===== config.mk =====
export PLATFORM = sky130hd
export DESIGN_NAME = mealy_pattern_fsm
export DESIGN_NICKNAME = d
export VERILOG_FILES = /design/src/rtl/mealy_pattern_fsm_pkg.sv /design/src/rtl/sat_counter.sv /design/src/rtl/mealy_pattern_fsm.sv
export SDC_FILE = /design/constraint.sdc
export NUM_CORES = 1
export LEC_CHECK = 0
export BUFFER_PORTS_ARGS = -buffer_cell sky130_fd_sc_hd__buf_2
export CELL_PAD_IN_SITES_DETAIL_PLACEMENT = 1
export CELL_PAD_IN_SITES_GLOBAL_PLACEMENT = 1
export CORE_UTILIZATION = 36
export DETAILED_ROUTE_END_ITERATION = 8
export HOLD_SLACK_MARGIN = 0.08
export PLACE_DENSITY = 0.78
export SLEW_MARGIN = 20
export SYNTH_ARGS = -nofsm -noshare
export SYNTH_HDL_FRONTEND = slang
export SYNTH_HIERARCHICAL = 1
export SYNTH_SLANG_ARGS = --single-unit

===== constraint.sdc =====
create_clock -name clk -period 1.81 [get_ports clk]
set_input_delay 0.2715 -clock clk [delete_from_list [all_inputs] [get_ports clk]]
set_output_delay 0.2715 -clock clk [all_outputs]
set_load 0.005 [all_outputs]

===== src/rtl/mealy_pattern_fsm_pkg.sv =====
// Elaboration-time helpers for the serial pattern detector: KMP failure function,
// next-progress function and the flattened transition table builder.
package fsm_pkg;

    localparam int MAX_LEN = 16;
    localparam int MAX_PW  = 4;
    localparam int TBL_W   = MAX_LEN * 2 * MAX_PW;

    // Width of the progress register; a 2-bit pattern still needs one bit.
    function automatic int prog_w(input int len);
        return (len <= 2) ? 1 : $clog2(len);
    endfunction

    // Bit t of the pattern in arrival order (t=0 is the first bit expected).
    function automatic logic pat_bit(input logic [15:0] pattern, input int len, input int t);
        return pattern[4'(len - 1 - t)];
    endfunction

    // Pattern re-ordered so that index t holds the t-th expected bit.
    function automatic logic [15:0] bit_order(input logic [15:0] pattern, input int len);
        logic [15:0] r;
        r = '0;
        for (int t = 0; t < len; t++) r[t] = pat_bit(pattern, len, t);
        return r;
    endfunction

    // Longest proper prefix of the pattern that is also a suffix of its first k bits.
    function automatic int failure(input logic [15:0] pattern, input int len, input int k);
        int  best;
        logic ok;
        best = 0;
        for (int m = 1; m < k; m++) begin
            ok = 1'b1;
            for (int t = 0; t < m; t++)
                if (pat_bit(pattern, len, t) != pat_bit(pattern, len, k - m + t)) ok = 1'b0;
            if (ok) best = m;
        end
        return best;
    endfunction

    // Progress after consuming bit b from progress prog (overlapping semantics).
    function automatic int next_prog(input logic [15:0] pattern, input int len,
                                     input int prog, input logic b);
        int   best;
        int   kmax;
        logic ok;
        logic sb;
        if (prog == len - 1 && b == pat_bit(pattern, len, prog))
            return failure(pattern, len, len);
        best = 0;
        kmax = (prog + 1 < len - 1) ? prog + 1 : len - 1;
        for (int k = 1; k <= kmax; k++) begin
            ok = 1'b1;
            for (int t = 0; t < k; t++) begin
                // Candidate string is the first prog pattern bits followed by b.
                sb = (prog + 1 - k + t < prog) ? pat_bit(pattern, len, prog + 1 - k + t) : b;
                if (pat_bit(pattern, len, t) != sb) ok = 1'b0;
            end
            if (ok) best = k;
        end
        return best;
    endfunction

    // Entry (p*2+b) occupies MAX_PW bits and holds the next progress.
    function automatic logic [TBL_W-1:0] build_table(input logic [15:0] pattern, input int len,
                                                     input int overlap);
        logic [TBL_W-1:0] tbl;
        int               nxt;
        tbl = '0;
        for (int p = 0; p < len; p++) begin
            for (int b = 0; b < 2; b++) begin
                if (overlap == 0 && p == len - 1 && 1'(b) == pat_bit(pattern, len, p))
                    nxt = 0;
                else
                    nxt = next_prog(pattern, len, p, 1'(b));
                tbl[(p * 2 + b) * MAX_PW +: MAX_PW] = 4'(nxt);
            end
        end
        return tbl;
    endfunction

endpackage


===== src/rtl/sat_counter.sv =====
// Saturating up-counter with synchronous active-low reset and soft clear.
module sat_counter #(
    parameter int W = 8
) (
    input  logic         clk,
    input  logic         rstN,
    input  logic         clr,
    input  logic         inc,
    output logic [W-1:0] q
);

    always_ff @(posedge clk) begin
        if (!rstN)
            q <= '0;
        else if (clr)
            q <= '0;
        else if (inc && (q != {W{1'b1}}))
            q <= q + 1'b1;
    end

endmodule


===== src/rtl/mealy_pattern_fsm.sv =====
// Mealy serial pattern detector: KMP progress register, zero-latency match/fall-back
// outputs and a saturating match counter.
module mealy_pattern_fsm
    import fsm_pkg::*;
#(
    parameter int             LEN     = 4,
    parameter logic [LEN-1:0] PATTERN = 4'b1011,
    parameter int             OVERLAP = 1,
    parameter int             CNT_W   = 8
) (
    input  logic                     clk,
    input  logic                     rstN,
    input  logic                     i,
    input  logic                     j,
    input  logic                     clear,
    output logic                     x,
    output logic                     y,
    output logic [prog_w(LEN)-1:0]   state,
    output logic [CNT_W-1:0]         match_cnt
);

    localparam int               PW    = prog_w(LEN);
    localparam logic [15:0]      PBITS = bit_order(16'(PATTERN), LEN);
    localparam logic [TBL_W-1:0] TBL   = build_table(16'(PATTERN), LEN, OVERLAP);

    typedef logic [PW-1:0] prog_t;
    localparam prog_t LAST = prog_t'(LEN - 1);

    prog_t          p_q;
    prog_t          p_d;
    prog_t          p_next;
    logic [3:0]     p_ext;
    logic [3:0]     tbl_ent;
    logic           bit_ok;
    logic           live;

    // j is a valid strobe with no back-pressure: every cycle with j=1 consumes i.
    always_ff @(posedge clk) begin
        if (!rstN)
            p_q <= '0;
        else
            p_q <= p_d;
    end

    always_comb begin
        p_ext   = 4'(p_q);
        tbl_ent = TBL[{p_ext, i, 2'b00} +: 4];
        p_next  = tbl_ent[PW-1:0];
        bit_ok  = (i == PBITS[p_ext]);
        live    = rstN && !clear && j;

        x = live && (p_q == LAST) && bit_ok;
        y = live && (p_q != '0) && !x && (p_next <= p_q);

        p_d = p_q;
        if (clear)
            p_d = '0;
        else if (j)
            p_d = p_next;
    end

    assign state = p_q;

    // x is already suppressed by reset and clear, so it alone qualifies the count.
    sat_counter #(
        .W(CNT_W)
    ) u_cnt (
        .clk  (clk),
        .rstN (rstN),
        .clr  (clear),
        .inc  (x),
        .q    (match_cnt)
    );

endmodule


=== After elaboration in Yosys (flattened, before gate mapping) ===
Index checks and enable logic that the tools add are counted.
W data, S select, Z words.

* Bitwise operators: 1
* Reduce and logical (&&, ||, !) cells: 12
* Add/subtract/negate cells: 1
* $lt $le $gt $ge: 2
* Eq/ne operators: 3
* Shift operators: 1
* Muxes and demuxes: 2

{| class="wikitable"
|+ Operator list
! kind !! number
|-
| $shiftx A128 B6 Y2 const A || 1
|-
| $add A8 B1 Y8 const B || 1
|-
| $logic_and A1 B1 Y1 || 8
|-
| $ne A8 B8 Y1 const B || 1
|-
| $lt A2 B5 Y1 const B || 1
|-
| $bmux W1 S2 || 1
|-
| $eq A2 B2 Y1 const B || 1
|-
| $le A2 B2 Y1 || 1
|-
| $logic_not A1 Y1 || 2
|-
| $reduce_bool A2 Y1 || 1
|-
| $reduce_or A2 Y1 || 1
|-
| $eq A1 B1 Y1 || 1
|-
| $mux W1 || 1
|-
| $not A1 Y1 || 1
|}

* Bits of input ports: 5
* Output and inout port bits: 12
* Flip-flop bits (word level): 10
* Word-level logic and storage cells: 24

=== Logic depth before layout (Yosys ltp) ===
* Depth in word-level cells: 8
* Mapped depth: 5
* Gate-level depth less buffers: 5

=== Hierarchy ===
The synthesis kept the hierarchy.

{| class="wikitable"
|+ By module, submodules not included
! module !! area an instance (um^2) !! cells each !! instances !! seq. area each (um^2)
|-
| sat_counter || 421.7 || 46 || 1 || 160.2
|-
| mealy_pattern_fsm || 180.2 || 20 || 1 || 40.0
|}

=== Worst setup path before layout ===
No wires, ideal clock.

* Kind: register to register
* Start: reg p_q[0], in the netlist state[0]
* End: reg u_cnt.q[5]
* Arrival: 1.392 ns
* Required time: 1.738 ns
* Path buffers: 0
* Stages on the path, launching flop included: 6
* Library setup time: 0.072 ns
* Setup slack: 0.347 ns
* Clock period less this slack: 1.463 ns
* Path through: dfxtp_1 -> nand2_1 -> nor3b_2 -> nand4_1 -> a211oi_2 -> mux2i_1

* Word-level cells in the longest chain between the ends: 5
* Elaborated cells on any way between the ends: 7
* Those cells by class: eq/ne: 2; mux: 2; reduce/logical: 3

{| class="wikitable"
|+ Ends and longest elaborated chain
! item !! line !! text
|-
| start, declared || mealy_pattern_fsm.sv:29 || <nowiki>prog_t p_q;</nowiki>
|-
| start signal, assigned || mealy_pattern_fsm.sv:42 || <nowiki>p_q <= p_d;</nowiki>
|-
| $bmux W1 S2 || mealy_pattern_fsm.sv:49 || <nowiki>bit_ok = (i == PBITS[p_ext]);</nowiki>
|-
| $mux W1 (implied by the code) || mealy_pattern_fsm.sv:49 ||
|-
| $eq A1 B1 Y1 || mealy_pattern_fsm.sv:49 ||
|-
| $logic_and A1 B1 Y1 (*) || mealy_pattern_fsm.sv:52 || <nowiki>x = live && (p_q == LAST) && bit_ok;</nowiki>
|-
| net x || mealy_pattern_fsm.sv:16 || <nowiki>output logic x,</nowiki>
|-
| $logic_and A1 B1 Y1 (*) || sat_counter.sv:17 || <nowiki>else if (inc && (q != {W{1'b1}}))</nowiki>
|-
| end signal, assigned || sat_counter.sv:18 || <nowiki>q <= q + 1'b1;</nowiki>
|-
| end, declared || sat_counter.sv:9 || <nowiki>output logic [W-1:0] q</nowiki>
|}

The timed path passes the listed nets; every way through them passes the cells marked *. The select of a mux whose other input is x is not followed.
A chain may end at the register's enable or synchronous reset.

=== Worst setup path after layout ===
* Start: reg p_q[0], in the netlist state[0]
* End: out y

* Word-level cells in the longest chain between the ends: 7
* Elaborated cells on any way between the ends: 13
* Those cells by class: order compare: 1; eq/ne: 2; shift: 1; mux: 2; reduce/logical: 7

{| class="wikitable"
|+ Ends and longest elaborated chain
! item !! line !! text
|-
| parallel branches: the longest is 6 deep, another holds $le A2 B2 Y1 || - ||
|-
| $logic_and A1 B1 Y1 (*) || mealy_pattern_fsm.sv:53 || <nowiki>y = live && (p_q != '0) && !x && (p_next <= p_q);</nowiki>
|-
| end, declared || mealy_pattern_fsm.sv:17 || <nowiki>output logic y,</nowiki>
|}

Every way passes the cells marked *. The select of a mux whose other input is x is not followed.

==> reports/qor.yml <==
place:
  placed_cell_area_um2: 702
  dp_slack_ns: 0.136
  gp_congestion: 0.803
  portBuffers: 16
setup_path:
  critPathKind: "register to output pin"
  rrSetupSlack_ns: 0.22
  worstPathArrival_ns: 1.41
  reg2reg_depth: 5
  rr_startpoint: "state[1]$_SDFFE_PP0P_"
  required_ns: 1.54
  worst_setup_path_start_kind: "register"
  startpoint: "state[0]$_SDFFE_PP0P_"
  worstSetupEndpointType: "output pin"
  cp-endpoint: "y"
  cp_max_fo: 6
  reg2reg_to: "u_cnt/q[7]$_SDFFE_PP0P_"
logic_synthesis:
  avgSynthCellArea_um2: 9.12
  synth_cell_types: 26
  syn_area_um2: 602
  ys_ff_latch: 10
  synthCells: 66
  ys_seq_area_frac: 0.333
  yosys.area.top_type: "dfxtp_1"
  synth_commonest_cells: "dfxtp_1 (10), nand2_1 (7), a21oi_1 (6), nor2b_1 (6)"
  synth_fp_nets: 74
  synth-edff-count: 0
  synth_top_cell_area_share: 0.333
  async_flop_share: 0
  synthTopCellsByArea: "dfxtp_1 (33%), mux2i_1 (6.7%), ha_1 (6.2%)"
  yosysMostFrequentCell: "dfxtp_1"
  synthFlopType: "dfxtp_1"
  yosys_warnings: 6
sta:
  fin_crit_sh: 0.930
  holdWs_ns: 0.293
  setup_ws_ns: 0.127
  slew_violations: 0
  fmax_mhz: 594
  min_period_ns: 1.68
  setup-tns-final_ns: 0
  slew_headroom: 0.604
  rsz0062_at_grt: "no"
  worst_pin_slew_ns: 0.593
  finalClockSkew_ns: 0.00436
  hold_viol: 0
  report.final.setup_viol: 0
routing:
  wl_um: 1490
  dr_total_vias: 575
  first_pass_iters: 2
  via_per_inst: 5.69
  drc: 0
  drtAntennaViolNets: 0
  detail_route.iter0.violations: 4
  wl_per_cell_um: 14.8
final_layout:
  synthToLayoutAreaGrowth_pct: 20.6
  antenna_cells: 0
  fin_util: 0.471
  fillers: 199
  drive_above_1_share: 0.329
  nets: 95
  post-route-cell-area_um2: 726
clocking:
  cts_max_path_buffers: 2
  cts.sinks: 10
  cts_tree: "built"
  cts_inserted_buffers: 3
  clk_pin_slew_ns: 0.06
  htreeDepth: 1
  cts_hold_buf: 0
  cts_root_buf: "clkbuf_4"
  worstSkewPairLatency_ns: 0.27
min_path:
  hp-class: "input port to register"
  worstHoldPathCells: 3
global_route:
  antenna_found_initial: 0
  grt_start_max_net_pins: 10
  grt_pass1_wl_um: 2530
  grtUsageTotal: 0.189
  grt_pass1_vias: 574
  grt_overflow: 0
floorplan:
  rows: 14
  die_x_um: 42.9
  die_area_um2: 1840
  core_area_um2: 1540
  die_h_um: 42.9
  start_util: 0.390
  num_io_pins: 17
power_and_ir_drop:
  pwr_density_cell_nw_per_um2: 560
  irDropWorstVdd_uv: 295
  p_leak_nw: 0.321
run:
  cap_violations: 0
status:
  status: "finished clean"
==> metal layers <==
metal  vias to the layer above  share of wire  global-route usage
met5                         -              0                   0
met1                       274           0.46               0.230
met3                         2          0.036              0.0383
met4                         0          0.017               0.113
li1                        288              -                   -
met2                        11           0.49               0.303
==> area by class of cell <==
cell class / count / area (µm²) / area share
multi-input cells: 55 / 398 / 0.548
flip-flops and latches: 10 / 201 / 0.278
repair buffers: 16 / 80.1 / 0.110
clock buffers: 3 / 22.5 / 0.0310
well taps: 16 / 20.0 / 0.0276
inverters: 1 / 3.75 / 0.00517
==> worst min path at each step <==
stage	endpoint	startpoint
2_1_floorplan	state[0]$_SDFFE_PP0P_	i
3_3_place_gp	u_cnt/q[1]$_SDFFE_PP0P_	u_cnt/q[1]$_SDFFE_PP0P_
3_5_place_dp	u_cnt/q[1]$_SDFFE_PP0P_	u_cnt/q[1]$_SDFFE_PP0P_
4_1_cts	state[0]$_SDFFE_PP0P_	i
5_1_grt	state[0]$_SDFFE_PP0P_	i
6_report	state[0]$_SDFFE_PP0P_	i
==> critical path, cell delays in order, from the launching register on <==
cell	delay (ns)
dfxtp_2	0.34
ha_1	0.32
nor2b_1	0.14
o211ai_1	0.15
nand2_1	0.06
buf_2	0.12
==> per-stage QoR <==
step,total power [mW],std cells
6_report,0.407,101
5_1_grt,0.425,101
4_1_cts,0.418,101
3_5_place_dp,0.255,98
3_3_place_gp,0.254,98
2_1_floorplan,0.242,66
==> report_power, final <==
group          internal, mW  leakage, nW  total, mW  switching [mW]
clock                0.0770       0.0138      0.157          0.0801
sequential            0.221       0.0810      0.222         0.00106
combinational        0.0115        0.226     0.0275          0.0160
==> state kept, by name (all words and copies together), names as in the netlist <==
name and count:
state 2, u_cnt/q 8
==> cell usage in the layout (no fill, tap or decap) <==
cell type  synthesis  final
o211ai_1           1      1
a311oi_1           1      1
nand3_1            1      1
and2_4             1      1
and4_4             1      1
a211oi_2           2      2
nor3_1             2      2
o2111ai_1          1      1
and3b_2            1      1
o21ai_0            2      2
nor2b_1            6      6
clkbuf_4           0      3
buf_2              0     16
and3_1             1      1
mux2i_1            4      4
nor2b_2            1      1
a21boi_2           1      1
inv_1              1      1
nor2_1             1      1
nor3b_2            1      1
a31oi_1            2      2
nand2b_1           4      4
and4_1             4      4
dfxtp_2            0      1
dfxtp_1           10      9
ha_1               3      3
nand4_1            1      1
nand2_1            7      7
a21oi_1            6      6
==> cells by family (layout without fill, tap and decap cells) <==
group           count (synthesis)  count (layout)  synth area share
buf+inv                         1              20           0.00623
compound gates                 16              16             0.189
fa+ha+maj                       3               3            0.0624
mux                             4               4            0.0665
flops                          10              10             0.333
simple gates                   32              32             0.343
==> timing repair <==
item / in CTS / in global routing
gates resized for setup: 0 / 1
buffers inserted: 0 / 0
setup endpoints to repair: 0 / 2
Note: power is estimated with default switching activity, not from simulation.
